<file path="src/rtl/seg_pkg.sv">
// Shared definitions for the 7-segment scan driver: digit geometry, FSM
// states and the double-dabble nibble adjustment.
package seg_pkg;

   localparam int SEG_DIGITS = 3;
   localparam int BCD_W      = 4;
   localparam int IDX_W      = 2;
   localparam int BIN_W      = 8;
   localparam int ACC_W      = SEG_DIGITS * BCD_W;
   localparam int CONV_ITERS = 8;

   typedef enum logic {
      IDLE = 1'b0,
      CONV = 1'b1
   } state_t;

   typedef logic [IDX_W-1:0] idx_t;

   // A nibble of 5 or more would exceed 9 after the next doubling.
   function automatic logic [BCD_W-1:0] dabble_adjust(input logic [BCD_W-1:0] nib);
      return (nib >= BCD_W'(5)) ? nib + BCD_W'(3) : nib;
   endfunction

endpackage

</file>
<file path="src/rtl/bin2bcd8.sv">
// Iterative double-dabble engine: one adjust+shift per cycle, 8 cycles per
// conversion. bcd carries the finished result on the cycle done is high.
module bin2bcd8
   import seg_pkg::*;
(
   input  logic             clk,
   input  logic             rst,
   input  logic             start,
   input  logic [BIN_W-1:0] din,
   output logic             busy,
   output logic             done,
   output logic [ACC_W-1:0] bcd
);

   logic [BIN_W-1:0]       shreg;
   logic [ACC_W-1:0]       acc;
   logic [3:0]             iter;
   logic [ACC_W-1:0]       acc_adj;
   logic [ACC_W+BIN_W-1:0] shifted;

   always_comb begin
      acc_adj = '0;
      for (int i = 0; i < SEG_DIGITS; i++) begin
         acc_adj[i*BCD_W +: BCD_W] = dabble_adjust(acc[i*BCD_W +: BCD_W]);
      end
      shifted = {acc_adj, shreg} << 1;
   end

   // The result is exposed combinationally so the owner can commit it on the
   // same edge that completes the last iteration.
   assign done = busy && (iter == 4'(CONV_ITERS - 1));
   assign bcd  = shifted[ACC_W+BIN_W-1:BIN_W];

   always_ff @(posedge clk or negedge rst) begin
      if (!rst) begin
         busy  <= 1'b0;
         shreg <= '0;
         acc   <= '0;
         iter  <= '0;
      end else if (busy) begin
         shreg <= shifted[BIN_W-1:0];
         acc   <= shifted[ACC_W+BIN_W-1:BIN_W];
         iter  <= iter + 4'd1;
         if (done) begin
            busy <= 1'b0;
         end
      end else if (start) begin
         shreg <= din;
         acc   <= '0;
         iter  <= '0;
         busy  <= 1'b1;
      end
   end

endmodule

</file>
<file path="src/rtl/seg_scan_driver.sv">
// Latches a byte, shows it as hex or decimal on three multiplexed digits,
// and scans the digit enables at a fixed dwell of SCAN_DIV clocks.
module seg_scan_driver
   import seg_pkg::*;
#(
   parameter int SCAN_DIV = 50000
) (
   input  logic                  clk,
   input  logic                  rst,
   input  logic                  load,
   input  logic [BIN_W-1:0]      data,
   input  logic                  hex_mode,
   output logic                  busy,
   output logic [BCD_W-1:0]      num,
   output logic                  isHex,
   output logic [SEG_DIGITS-1:0] digit_sel
);

   localparam int CNT_W = (SCAN_DIV > 1) ? $clog2(SCAN_DIV) : 1;

   state_t state, state_next;
   logic   conv_start;
   logic   hex_commit;
   logic   eng_busy;
   logic   eng_done;
   logic [ACC_W-1:0] eng_bcd;

   logic [SEG_DIGITS-1:0][BCD_W-1:0] disp;
   logic                             disp_hex;

   logic [CNT_W-1:0] scan_cnt;
   idx_t             idx;
   logic             scan_tc;

   bin2bcd8 u_bin2bcd8 (
      .clk   (clk),
      .rst   (rst),
      .start (conv_start),
      .din   (data),
      .busy  (eng_busy),
      .done  (eng_done),
      .bcd   (eng_bcd)
   );

   always_ff @(posedge clk or negedge rst) begin
      if (!rst) begin
         state <= IDLE;
      end else begin
         state <= state_next;
      end
   end

   // Loads arriving during CONV are dropped, never queued.
   always_comb begin
      state_next = state;
      conv_start = 1'b0;
      hex_commit = 1'b0;
      case (state)
         IDLE: begin
            if (load) begin
               if (hex_mode) begin
                  hex_commit = 1'b1;
               end else if (!eng_busy) begin
                  conv_start = 1'b1;
                  state_next = CONV;
               end
            end
         end
         CONV: begin
            if (eng_done) begin
               state_next = IDLE;
            end
         end
         default: state_next = IDLE;
      endcase
   end

   assign busy = (state == CONV);

   always_ff @(posedge clk or negedge rst) begin
      if (!rst) begin
         disp     <= '0;
         disp_hex <= 1'b0;
      end else if (hex_commit) begin
         disp     <= {BCD_W'(0), data[7:4], data[3:0]};
         disp_hex <= 1'b1;
      end else if (eng_done) begin
         disp     <= eng_bcd;
         disp_hex <= 1'b0;
      end
   end

   // Free-running scanner, deliberately untouched by loads.
   assign scan_tc = (scan_cnt == CNT_W'(SCAN_DIV - 1));

   always_ff @(posedge clk or negedge rst) begin
      if (!rst) begin
         scan_cnt <= '0;
         idx      <= '0;
      end else if (scan_tc) begin
         scan_cnt <= '0;
         idx      <= (idx == IDX_W'(SEG_DIGITS - 1)) ? '0 : idx + 1'b1;
      end else begin
         scan_cnt <= scan_cnt + 1'b1;
      end
   end

   always_comb begin
      num = '0;
      if (idx < IDX_W'(SEG_DIGITS)) begin
         num = disp[idx];
      end
      digit_sel = SEG_DIGITS'(1) << idx;
      isHex     = disp_hex;
   end

endmodule

</file>
<file path="config.mk">
export PLATFORM = sky130hd
export DESIGN_NAME = seg_scan_driver
export DESIGN_NICKNAME = d
export VERILOG_FILES = /design/src/rtl/seg_pkg.sv /design/src/rtl/bin2bcd8.sv /design/src/rtl/seg_scan_driver.sv
export SDC_FILE = /design/constraint.sdc
export NUM_CORES = 1
export LEC_CHECK = 0
export CELL_PAD_IN_SITES_DETAIL_PLACEMENT = 1
export CELL_PAD_IN_SITES_GLOBAL_PLACEMENT = 1
export CORE_UTILIZATION = 41
export CTS_CLUSTER_SIZE = 14
export DETAILED_ROUTE_END_ITERATION = 8
export GPL_TIMING_DRIVEN = 0
export PLACE_DENSITY = 0.72
export SETUP_SLACK_MARGIN = 0.2
export SYNTH_ARGS = -nofsm -noshare
export SYNTH_HDL_FRONTEND = slang
export SYNTH_SLANG_ARGS = --single-unit
export TNS_END_PERCENT = 20
</file>
<file path="constraint.sdc">
create_clock -name clk -period 1.73 [get_ports clk]
set_clock_uncertainty 0.1 [all_clocks]
set_input_delay 0.4325 -clock clk [delete_from_list [all_inputs] [get_ports clk]]
set_output_delay 0.4325 -clock clk [all_outputs]
set_load 0.01 [all_outputs]
</file>
==> results of run 1 <==
[stage by stage]
| stage | instance area [sq um] | util (%) | setup WS, ns | power, mW | setup TNS, ns |
|---|---|---|---|---|---|
| 6_report | 3736 | 58.17 | -0.2155 | 5.724 | -1.277 |
| 5_1_grt | 3736 | 58.17 | -0.2715 | 6.103 | -2.035 |
| 4_1_cts | 3486 | 54.28 | -0.2008 | 5.495 | -1.031 |
| 3_5_place_dp | 3070 | 47.81 | -0.5623 | 3.872 | -13.99 |
| 3_3_place_gp | 3055 | 47.57 | -1.733 | 3.777 | -111.54 |
| 2_1_floorplan | 2759 | - | 0.1102 | 3.240 | 0 |
[cell families after synthesis]
family / count (synthesis)
buf+inv: 26
mux: 11
flops: 57
compound gates: 65
xor+xnor: 16
fa+ha+maj: 8
simple gates: 86
[area by class of cell]
type / instances / area, sq um / area share (%)
sequential: 57 / 1434 / 38.38
timing repair buffer: 41 / 362.8 / 9.712
multi-input combinational: 186 / 1506 / 40.32
inverter: 18 / 67.56 / 1.808
tap: 77 / 96.34 / 2.579
buffer: 8 / 76.32 / 2.043
clock inverter: 2 / 10.01 / 0.2679
clock buffer: 14 / 182.7 / 4.889
[path summary, 6_finish.rpt]
kind,start,to,cells after the start
worst min register to register,isHex$_DFFE_PN0P_,isHex$_DFFE_PN0P_,2
worst max register to register,scan_cnt[0]$_DFF_PN0_,idx[1]$_DFFE_PN0N_,5
worst min-delay path,rst,u_bin2bcd8.acc[7]$_DFFE_PN0P_,1
max in group asynchronous,rst,busy$_DFF_PN0_,2
worst max-delay path,idx[1]$_DFFE_PN0N_,num[3],6
min in group clk,isHex$_DFFE_PN0P_,isHex$_DFFE_PN0P_,2
[per-layer routing]
layer  vias up  part of all wire (%)  track usage [%]  routed length [um]
met5         -                     0                0                   0
met4         0                   1.2            10.03                  92
met3         8                   3.2            4.847                 244
met2        49                    54            40.98                4106
met1      1152                    42            27.01                3171
li1       1050                     -                -                   -
[cell usage in the layout, fill, tap and decap left out, drive strengths merged, types with 2 or more instances in the layout]
master / instances
clkdlybuf4s15: 2
xnor2: 12
a21oi: 13
nand3: 8
mux2i: 9
nor2: 25
nor3b: 3
dlygate4sd2: 2
nand2b: 7
nor3: 3
mux2: 2
nor2b: 3
inv: 18
o21ai: 18
buf: 31
xor2: 4
a211oi: 2
clkdlybuf4s50: 8
dfrtp: 57
a22o: 16
clkbuf: 20
ha: 8
clkinv: 2
nand4: 7
o22ai: 9
a21o: 4
nand2: 22
[power by group]
| group | total [mW] | switching, mW | internal (mW) | leakage [nW] |
|---|---|---|---|---|
| Combinational | 2.36 | 1.21 | 1.15 | 0.838 |
| Sequential | 2.16 | 0.417 | 1.75 | 0.705 |
| Clock | 1.19 | 0.523 | 0.672 | 0.102 |
| Total | 5.72 | 2.15 | 3.57 | 1.65 |
[what timing repair did]
item	in CTS	in global routing
setup buffers	5	14
gates resized for setup	100	39
gates cloned	1	0
endpoints found under the hold margin	0	0
hold buffers	0	0
endpoints found under the setup margin	58	55
pin swaps	19	30
[cells in the mapped netlist, types with 2 or more instances]
library cell   n
dfrtp_1       57
mux2i_1        9
nor2_1        25
o21ai_0       18
nand2_1       22
buf_2          3
inv_1         18
nand2b_1       7
nand4_1        7
nor3_1         2
xnor2_1       12
xor2_1         4
a21o_1         4
nand3_1        8
nor2b_1        3
a22o_1        16
a21oi_1       13
nor3b_1        3
a211oi_1       2
ha_1           8
clkbuf_1       4
o22ai_1        9
[flip-flops by register name, indices dropped and copies added (netlist names)]
signal	flops
u_bin2bcd8.busy	1
scan_cnt	16
u_bin2bcd8.acc	12
u_bin2bcd8.iter	4
idx	2
busy	1
disp	12
u_bin2bcd8.shreg	8
isHex	1
==> impl_summary.md, run 1 <==
Outcome
The flow ran to the end, but the final reports show violations. The checks that failed: DRC, setup timing.

Worst setup path
The data required time at the worst endpoint is ~1.2 ns. Broken down by cell family, the worst path's largest delay share belongs to buffers and inverters. Across all register-to-register paths, the minimum setup slack is -0.10 ns. The maximum cell stage delay along the critical path is a little under 0.4 ns. The capturing element type of the critical path is an output port.

The worst setup path is launched from a flip-flop. The sum of buffers and inverters on the critical path is 3. The slowest stage of the critical path is the dfrtp_1 cell.

Data on the critical path arrives at its endpoint at roughly 1.4 ns. The largest fanout of any net on the critical path is 5. Walking the worst path, the cells encountered are buf_8 -> nor2b_4 -> buf_6 -> nand2_2 -> o21ai_1 -> buf_2. The worst setup path is of the reg2out kind.

Logic synthesis
The count of mapped cells out of synthesis is 269. The adder-cell share of the synthesized area is 3.648%. The synthesized netlist devotes between 15 and 20% of its cell area to compound gates. The post-synthesis sequential area ratio is about half. By area the synthesized netlist is led by dfrtp_1 (52%), a22o_1 (5.1%), xnor2_1 (3.8%). dfrtp_1 takes more of the synthesized area than any other cell. When the netlist entered floorplanning its net count stood at ~290.

The most used flip-flop cell after synthesis is dfrtp_1. The total standard cell area after synthesis is roughly 0.0027 sq mm. The post-synthesis async set-or-reset flop share is 100.0%. Synthesis inferred 57 register bits.

By area, the combinational part of the netlist is dominated by simple AND/OR/NAND/NOR gates. After synthesis, the largest area contributor takes up between 50% and 60% of total cell area. The netlist uses 37 different library cells. The count of flip-flops with a built-in enable after synthesis is 0. The fraction of synthesized cell area in xor and xnor cells is 5.107%. During synthesis, Yosys emitted a total of 0 warnings. Dividing the synthesized area by the synthesized cell count gives 10.20 sq um. Multiplexer cells account for around 4.1% of the synthesized area. The fraction of the mapped netlist area in simple logic gates is between 15 and 20%.

Drt
The post-detailed-route DRC marker count is 2. Dividing the detail-routed wire length by the instance count gives approximately 19 um. The initial DRC count is 67. The remaining antenna violation count after routing is 0. The first TritonRoute pass finished after 6 iterations.

The routed design has 7.614 mm of wire. In the routed layout, each cell is associated on average with a via count of 5.605. For this block, the via count after detailed routing is between 2000 and 2500.

STA
The final worst-path setup slack is -0.2155 ns. The total count of max-transition violations in the final report is 0. Setup repair after global routing could not meet its margin everywhere. Of the available clock period, the critical path in the final layout requires 112.5%. Subtracting the final worst setup slack from the clock period gives 1.945 ns. The worst hold slack across all endpoints is ~0.028 ns.

The number of hold-slack violations in the final timing report is 0. The worst slew slack as a fraction of its limit is 55.09%. Based on the critical path, the design can be clocked at up to around 510 MHz.

At the pin with the least slew margin, the transition time is between 0.6 and 0.7 ns. Setup violations remaining at the end of the flow were counted as 9.

Floorplan
In this run the vertical extent of the chip is 83.81 um. After floorplanning, the core was sized to cover approximately 0.0064 sq mm. In this run the horizontal extent of the chip is ~84 um. The die area is ~0.007 sq mm. Once the floorplan was initialized, standard cells occupied 42.72% of the core.

The number of placed I/O pins is 21. The standard-cell row count is 29.

Worst hold path
The class of the worst hold path is in2async.

Power
For this design the ratio of total power to cell area is approximately 1500 mW/mm^2. The maximum VDD drop is between 0.0009 and 0.001 V. Summed over all cells, the static leakage comes to approximately 1.6 nW.

Global route
Entering global routing, the biggest net connects 32 pins. The number of antenna violations at the first check in global routing was 0. The first global-routing pass estimated ~12 mm of wire. Summed over all layers, the global routing overflow is 0. Across every metal layer, demand over resource in global routing totals between 20% and 30%. The number of global-route vias before repair was ~2400.

Final layout
The number of fillers in the final layout is roughly 690. The number of antenna diodes is 0. The number of standard cells in the final layout excluding fillers is roughly 400. From synthesis to final layout, the design area changed by 36.16%. The ratio of cells with drive above 1 in the final layout is a little over a third.

In the final design database the tool counted 341 nets.

Flow run
The max-cap check violation count is 0.

Clock tree
The root cell of the clock tree is clkbuf_8. No sink is reached through more buffers than the 2 on the longest clock path. In this run the number of H-tree levels came out at 3. The post-CTS clock slew at the launch and capture registers of the worst setup and hold paths is roughly 0.060 ns. TritonCTS built the clock tree.

The number of CTS-inserted buffers is 9. The clock network latency to the later pin of the worst-skew pair is ~0.34 ns. The clock net in this run drives a total of 57 sinks.

Placed design
The routability-driven placement congestion ratio is roughly 0.8. Counting tap cells, the placed design contains a total of 367 instances. Detailed placement ended at an HPWL of between 4 and 5 mm.

The quantity of I/O buffers inserted on ports is 20.
(Power assumes the default switching activity.)
==> run 2: changes to the inputs <==
- SLEW_MARGIN: unset -> 10
==> run 2 against run 1 <==
  * The run still ends with DRC, setup timing left
  * Final cell count grew 0.74%
  * Sequential cell count is the same
  * Utilization decreased by 0.33 points
  * First-iteration DRC count up 88%
  * Critical path depth is 1 lower
  * Total power increased by 0.61%
  * Design area fell by 0.57%
  * Setup slack gained 0.0040 ns
  * Highest routed layer unchanged
  * Hold slack improved by 0.035 ns
  * Routed wire length decreased by 4.5%
  * Largest power group unchanged
  * Maximum frequency is 0.21% higher
==> impl_summary.md, run 2 (synthesis results as in run 1) <==
Final layout
From synthesis to final layout, the design area changed by 35.39%. The largest registers in the layout are scan_cnt x16, disp x12, u_bin2bcd8.acc x12. The ratio of cells with drive above 1 in the final layout is between 30% and 40%. Counting flops per register, the top entry is scan_cnt. The layout net count is 344. The number of standard cells in the final layout excluding fillers is 406.

The flip-flop count of the largest register after layout is 16. The finished cells cover approximately 0.0037 sq mm. The top cell types in the final layout, fill and taps aside, are dfrtp_1 (51), buf_4 (21), nand2_1 (19). The most frequent standard cell in the layout excluding fill and tap cells is dfrtp_1. The number of antenna diodes is 0.

STA
The fmax is just over 500 MHz. The total count of max-transition violations in the final report came to 0. The worst slew slack as a fraction of its limit is around half. Across all hold checks on the routed design, the worst slack comes to between 0.06 and 0.07 ns. After layout, the minimum clock period comes to just under 2 ns.

The number of hold-slack violations in the final timing report is 0. The final worst-path setup slack is -0.2114 ns. The setup violation total in the final timing report is 8.

The pin slew with the least headroom to its limit is 0.7493 ns. The worst path uses 112.2% of the clock period. Setup repair after global routing could not meet its margin everywhere.

Placed design
Counting tap cells, the placed design contains a total of roughly 370 instances. Detailed placement finished with a half-perimeter wire length of around 4.6 mm. The routability-driven placement congestion ratio is around 0.8. The quantity of I/O buffers inserted on ports is 20.

OpenSTA, run right after detailed placement, puts the worst setup slack at -0.5408 ns. After detailed placement, the total cell area comes to 0.003053 sq mm.

Outcome
The flow ran to the end, but the final reports show violations. The checks that failed: DRC, setup timing.

Clock tree
Counting along the longest clock path gives a buffer depth of 2. The total number of clock tree sinks is between 50 and 60. The TritonCTS clock tree is built.

The tree is rooted in a clkbuf_8. The hold buffer count at CTS is 0. The number of H-tree levels is 3.

The number of CTS-inserted buffers is 9. The post-CTS clock slew at the launch and capture registers of the worst setup and hold paths is around 0.070 ns. The clock network latency to the later pin of the worst-skew pair is around 0.34 ns.

Power
The maximum VDD drop is slightly above 0.0009 V. Total power for the finished layout comes to 5.760 mW. The static leakage power is approximately 1.7 nW.

Power spread over the standard cell area amounts to 1550 mW/mm^2.

Worst setup path
STA puts the critical path data arrival time at approximately 1.4 ns. The critical path is of the reg2out type. The data required time at the worst endpoint is between 1 and 1.5 ns. The worst setup path is captured at an output port. The largest fanout of any net on the critical path is 7. The launching element type of the critical path is a flip-flop.

Drt
The remaining antenna violation count after routing is 0. The length of the first detailed-routing pass in iterations is 6. Using the TritonRoute via totals, the vias-per-cell ratio works out to 5.515. The routed layout has 2239 vias.

The post-detailed-routing wire length is around 7.3 mm. Dividing the detail-routed wire length by the instance count gives around 18 um. In this run, the number of DRC markers left after iteration 0 of detailed routing was 126.

The post-detailed-route DRC marker count is 2.

Global route
The number of global-route vias before repair is between 2000 and 2500. The number of antenna violations at the first check in global routing came to 0. Entering global routing, the biggest net connects between 50 and 60 pins. The first global-routing pass estimated about 12 mm of wire.

Global routing finished with a remaining overflow of 0. Global routing consumed, over all layers together, 22.30% of the routing resources.

Worst hold path
The worst hold path belongs to the class in2async.

Floorplan
The area of the placeable core is between 0.006 and 0.007 sq mm. In this run the vertical extent of the chip is approximately 84 um. After floorplanning, the core was divided into 29 placement rows. The number of placed I/O pins is 21. The die covers approximately 0.007 sq mm. The width of the chip is 83.81 um.

The initial core utilization is 42.72%.

Flow run
The max-cap check violation count is 0.
run 2: cell count changes in the layout (fill, tap and decap cells not counted), moves of 2 or more:
cell,previous run,this run
nand2_1,17,19
buf_4,15,21
nand2_2,5,3
buf_12,2,0
run 2: path summary, 6_finish.rpt:
| path | start | endpoint | slack (ns) | cells past startpoint |
|---|---|---|---|---|
| setup / recovery | idx[1]$_DFFE_PN0N_ | num[0] | -0.21 | 5 |
| hold / removal | rst | scan_cnt[0]$_DFF_PN0_ | 0.06 | 1 |
| setup reg to reg | scan_cnt[13]$_DFF_PN0_ | idx[1]$_DFFE_PN0N_ | -0.06 | 5 |
| hold reg to reg | isHex$_DFFE_PN0P_ | isHex$_DFFE_PN0P_ | 0.37 | 2 |
| max in group asynchronous | rst | u_bin2bcd8.acc[4]$_DFFE_PN0P_ | 0.93 | 1 |
| min in group clk | isHex$_DFFE_PN0P_ | isHex$_DFFE_PN0P_ | 0.37 | 2 |
run 2: power breakdown:
part | switching [mW] | leakage (nW) | internal [mW] | total (mW)
Combinational | 1.20 | 0.853 | 1.21 | 2.42
Clock | 0.525 | 0.102 | 0.672 | 1.20
Sequential | 0.399 | 0.705 | 1.75 | 2.15
Total | 2.13 | 1.66 | 3.63 | 5.76
run 2: critical path, stage by stage, from the launching register on:
cell and delay (ns):
dfrtp_1 0.39, buf_8 0.14, buf_4 0.13, mux2i_1 0.11, o21ai_1 0.14, buf_2 0.16
run 2: cell type report:
class / instances / area, sq um
Fill cell: 683 / 2708
Multi-Input combinational cell: 186 / 1485
Sequential cell: 57 / 1434
Timing Repair Buffer: 44 / 362.8
Clock buffer: 14 / 182.7
Tap cell: 77 / 96.34
Buffer: 8 / 76.32
Inverter: 18 / 67.56
Clock inverter: 2 / 10.01
run 2: routing by layer:
layer  vias up  GRT usage (%)  wire [um]
met1      1139          27.43       3178
met3        11          5.045        206
li1       1054              -          -
met2        35          38.08       3802
met5         -              0          0
met4         0          8.621         82
run 2: what timing repair did:
item                       CTS  global route
setup endpoints to repair   58            49
resized for setup           98            33
buffers inserted            12            11
gates cloned                 1             0
pin swaps                   13            22
run 2: through the flow:
stage / util, % / setup TNS, ns
floorplan: - / 0
global placement: 47.57 / -111.54
detailed placement: 47.54 / -13.71
CTS: 54.78 / -1.166
global route: 57.84 / -1.862
finish: 57.84 / -1.086
